$ cat config.mk
export PLATFORM = sky130hd
export DESIGN_NAME = and_gate
export DESIGN_NICKNAME = d
export VERILOG_FILES = /design/src/rtl/and_gate.sv
export SDC_FILE = /design/constraint.sdc
export NUM_CORES = 1
export LEC_CHECK = 0
export ABC_CLOCK_PERIOD_IN_PS = 1760
export CELL_PAD_IN_SITES_DETAIL_PLACEMENT = 0
export CELL_PAD_IN_SITES_GLOBAL_PLACEMENT = 1
export CORE_ASPECT_RATIO = 0.8
export CORE_MARGIN = 8
export CORE_UTILIZATION = 36
export DETAILED_ROUTE_END_ITERATION = 10
export GPL_TIMING_DRIVEN = 0
export PLACE_DENSITY = 0.87
export SETUP_SLACK_MARGIN = 0.3
export SYNTH_ARGS = -nofsm -noshare
export SYNTH_HDL_FRONTEND = slang
export SYNTH_SLANG_ARGS = --single-unit
$ cat constraint.sdc
create_clock -name clk -period 1.76 [get_ports clk]
set_input_delay 0.352 -clock clk [delete_from_list [all_inputs] [get_ports clk]]
set_output_delay 0.352 -clock clk [all_outputs]
set_load 0.02 [all_outputs]
$ cat src/rtl/and_gate.sv
// and_gate: two-input AND cell with a clocked activity monitor on its output.
//
// O is the purely combinational AND of A and B; it does not depend on the
// clock or on reset. The monitor samples O on every rising edge of clk.
//
// Ports
//   clk       in   monitor clock, rising edge
//   rst       in   asynchronous active-high reset of all monitor state
//   A, B      in   operands
//   clr       in   synchronous clear of hi_cnt, rise_cnt and sticky_hi
//   O         out  A & B, combinational
//   O_q       out  O registered
//   O_rise    out  one-cycle pulse on a sampled 0->1 transition of O
//   O_fall    out  one-cycle pulse on a sampled 1->0 transition of O
//   hi_cnt    out  saturating count of edges that sampled O high
//   rise_cnt  out  saturating count of sampled 0->1 transitions
//   sticky_hi out  set once O is sampled high, held until clr or rst
module and_gate #(
  parameter int CNT_W = 16
) (
  input  logic             clk,
  input  logic             rst,
  input  logic             A,
  input  logic             B,
  input  logic             clr,
  output logic             O,
  output logic             O_q,
  output logic             O_rise,
  output logic             O_fall,
  output logic [CNT_W-1:0] hi_cnt,
  output logic [CNT_W-1:0] rise_cnt,
  output logic             sticky_hi
);

  localparam logic [CNT_W-1:0] CNT_MAX = {CNT_W{1'b1}};
  localparam logic [CNT_W-1:0] CNT_ONE = CNT_W'(1);

  logic             o_q,       o_d;
  logic             rise_q,    rise_d;
  logic             fall_q,    fall_d;
  logic [CNT_W-1:0] hi_cnt_q,  hi_cnt_d;
  logic [CNT_W-1:0] rise_cnt_q, rise_cnt_d;
  logic             sticky_q,  sticky_d;

  // Sample s and previous registered value p.
  logic s, p, s_rise;

  assign O = A & B;

  always_comb begin
    s      = O;
    p      = o_q;
    s_rise = s & ~p;

    // Edge detection is independent of clr.
    o_d    = s;
    rise_d = s_rise;
    fall_d = ~s & p;

    hi_cnt_d   = hi_cnt_q;
    rise_cnt_d = rise_cnt_q;
    sticky_d   = sticky_q;

    if (clr) begin
      // clr wins over any increment in the same cycle.
      hi_cnt_d   = '0;
      rise_cnt_d = '0;
      sticky_d   = 1'b0;
    end else begin
      if (s && (hi_cnt_q != CNT_MAX))
        hi_cnt_d = hi_cnt_q + CNT_ONE;
      if (s_rise && (rise_cnt_q != CNT_MAX))
        rise_cnt_d = rise_cnt_q + CNT_ONE;
      sticky_d = sticky_q | s;
    end
  end

  always_ff @(posedge clk or posedge rst) begin
    if (rst) begin
      o_q        <= 1'b0;
      rise_q     <= 1'b0;
      fall_q     <= 1'b0;
      hi_cnt_q   <= '0;
      rise_cnt_q <= '0;
      sticky_q   <= 1'b0;
    end else begin
      o_q        <= o_d;
      rise_q     <= rise_d;
      fall_q     <= fall_d;
      hi_cnt_q   <= hi_cnt_d;
      rise_cnt_q <= rise_cnt_d;
      sticky_q   <= sticky_d;
    end
  end

  assign O_q       = o_q;
  assign O_rise    = rise_q;
  assign O_fall    = fall_q;
  assign hi_cnt    = hi_cnt_q;
  assign rise_cnt  = rise_cnt_q;
  assign sticky_hi = sticky_q;

endmodule

==> results.md <==
* Final WL at 7750 um
* Worst path cell trace: ha_4 -> and4_1 -> buf_6 -> buf_4 -> a211oi_2 -> mux2_4
* Switching pwr at 423 uW
* Max-cap violations at 0
* Fmax at 0.588 GHz
* Clock power frac at 0.365
* Placed insts at 342
* Post-DP Area at 2840 sq um
* Pwr Density at 434 nW/um^2
* R2r setup slk at 0.06 ns
* Final weighted congestion of routability-driven global placement at 0.791
* R2R depth at 6
* Status: completed
* Reg2reg start: hi_cnt[0]
* YS warnings at 0
* Clock sink total at 36
* DR vias/cell at 5.44
* Core Footprint at 5850 sq um
* Critical path class: reg -> reg
* Fillers at 483
* Post-route ant nets at 0
* Critical Path Start: hi_cnt[0]
* Fin util at 0.636
* CTS HTree Levels at 2
* Clock latency on the worst-skew pair at 0.29 ns
* Critical path endpoint: hi_cnt[13]
* Vias at 2313
* Leakage at 0.00172 uW
* First-pass GRT wire length at 11000 um
* Fin cells at 425
* Hold WC Path Type: in -> async
* Number of diodes at 0
* Power Total at 1610 uW
* Clock tree buffer depth at 2
* Crit path max fanout at 6
* Switching share of power at 0.262
* CP endpoint kind: flip-flop
* Synthesized area at 2150 sq um
* Final Skew at 0.00437 ns
* WL per Instance at 18.2 um
* DRT iter0 DRCs at 129
* Synth Instances at 220
* CTS root buf: clkbuf_8
* Die footprint at 8720 sq um
* Critical Path RT at 1.94 ns
* Setup TNS at 0 ns
* Final Cell Area at 3720 sq um
* Die width at 102 um
* Seq/Total Area, Yosys at 0.419
* Clock slew seen by the registers of the worst setup and hold paths at 0.07 ns
* CTS buffer count at 5
* Slowest CP cell: dfrtp_2
* Port buffer count at 41
* Final period util at 0.966
* Min cycle time layout at 1.70 ns
* Worst Setup Start Kind: flip-flop
* Worst r2r dst: hi_cnt[13]
* I/O pins at 42
* Area grow syn2layout at 72.9%
* Mapped Nets at 227
* Internal power at 1190 uW
* Initial antenna violation count at 0
* RSZ-0062 raised after global routing: yes
* Residual DRC at 0
* Critical path arrival at 1.88 ns
* Fin nets at 350
* Worst slew pin tran at 0.786 ns
* Final setup viols at 0
* Critical Path Stages at 6
* CP Buf/Inv Count at 2
* Seq pwr share at 0.525
* Syn_area_per_cell at 9.77 sq um
* Total gr overflow at 0
* Slowest stage delay, CP at 0.44 ns
* Total track usage at 0.159
* Layout cells sized above 1 at 0.596
* Detailed placer's ending HPWL at 4160 um
* CTS tree: yes
* Drt first pass iters at 4
* Largest delay contributor family on the critical path: flip-flops
* Largest net degree at the start of global routing at 37
* Row Count at 25
* Slew Viols, Final at 0
* Number of synthesized register bits at 36
* Die Y-Extent at 85.1 um
* Endpoints failing hold at 0
* CTS hold repair buffers at 0
* Worst ir drop on vdd at 0.268 mV
* Synth cell types at 45
* Combinational power share at 0.110
* Initial Utilization at 0.367
* Vias in the first global route at 2208
* Max-slew headroom at 0.475
## cell families after synthesis
logic type | count (synthesis) | synth area share
compound gates | 40 | 0.126
buf+inv | 18 | 0.0495
flops | 36 | 0.419
mux | 17 | 0.0879
fa+ha+maj | 2 | 0.0116
simple gates | 107 | 0.306
## per-layer routing
metal | vias to the layer above | routed length, um | GRT usage
met4 | 0 | 116 | 0.0519
met1 | 1167 | 3420 | 0.212
met5 | - | 0 | 0
met2 | 66 | 3810 | 0.244
met3 | 12 | 414 | 0.0384
li1 | 1068 | - | -
## power groups by stage
stage | clock network (uW) | logic (uW) | registers [uW]
after floorplan | 0 | 70.3 | 878
after global routing | 629 | 191 | 849
after CTS | 587 | 162 | 848
after global placement | 0 | 138 | 868
final | 590 | 178 | 847
after detailed placement | 0 | 140 | 869
## Yosys cell counts (all sizes together)
master,count,share of area
nand2b,5,0.015
nor3b,1,0.0035
mux2i,2,0.0093
nand3b,1,0.0052
a21boi,1,0.0052
nor2,22,0.040
ha,2,0.012
a211oi,6,0.021
a31oi,3,0.0087
o41ai,2,0.0082
buf,4,0.015
a21oi,17,0.040
inv,7,0.012
dfrtp,36,0.42
a2111oi,2,0.014
nand3,7,0.016
o31ai,5,0.017
clkinv,1,0.0017
nand2,11,0.020
and4,7,0.031
o21ai,2,0.0047
nor3,9,0.023
or3,1,0.0029
nand4,11,0.049
a311oi,1,0.0041
nor2b,13,0.038
or4,7,0.024
and3b,1,0.0041
and2,5,0.016
clkbuf,6,0.020
nor4,3,0.0087
mux2,15,0.079
o21a,1,0.0035
and3,3,0.0087
## worst reg2reg max path, delay by kind of cell (launching register included)
| kind | cells | cell delay [ns] |
|---|---|---|
| compound gates | 1 | 0.20 |
| buf+inv | 2 | 0.27 |
| mux | 1 | 0.32 |
| simple gates | 1 | 0.20 |
| fa+ha+maj | 1 | 0.16 |
| flops | 1 | 0.44 |
## state kept, by name, indices dropped and copies added (netlist names)
register	flops
hi_cnt	16
rise_cnt	16
O_fall	1
O_q	1
O_rise	1
sticky_hi	1
## repair_timing
item	in CTS	in global routing
pin swaps	19	21
hold endpoints to repair	0	0
buffers inserted	45	27
cloned	3	0
gates resized for setup	88	79
endpoints found under the setup margin	69	52
## worst min path at each step
stage | from | to | slack (ns) | depth (start not counted)
detailed placement | sticky_hi | sticky_hi | 0.50 | 2
CTS | sticky_hi | sticky_hi | 0.52 | 2
global route | sticky_hi | sticky_hi | 0.55 | 2
global placement | sticky_hi | sticky_hi | 0.48 | 2
finish | rst | rise_cnt[15] | 0.52 | 2
floorplan | rst | O_fall | 0.52 | 1
## cells in the final DEF (no fill, tap or decap), types with 6 or more instances in the layout
cell           instances
a21oi_2               10
buf_4                 61
buf_6                 14
clkbuf_2              16
clkbuf_8               7
dfrtp_1               13
dfrtp_2               23
dlygate4sd2_1         20
inv_1                  6
mux2_4                13
nand2_1                7
nand4_1                8
nor2_1                21
nor2b_1               13
nor3_1                 6
## metrics by stage
stage                     setup WS, ns  hold slack (ns)
after detailed placement        -0.567            0.505
after global routing            0.0226            0.555
after floorplan                0.00539            0.518
after global placement          -0.532            0.481
after CTS                      0.00595            0.518
final                           0.0590            0.517
## final cells by class
class	instances	area (sq um)	area share
Multi-Input combinational cell	169	1580	0.425
Timing Repair Buffer	113	888	0.239
Tap cell	81	101	0.0273
Inverter	8	35.0	0.00942
Sequential cell	36	930	0.250
Buffer	10	103	0.0276
Clock buffer	8	80.1	0.0215
(Power assumes the default switching activity.)
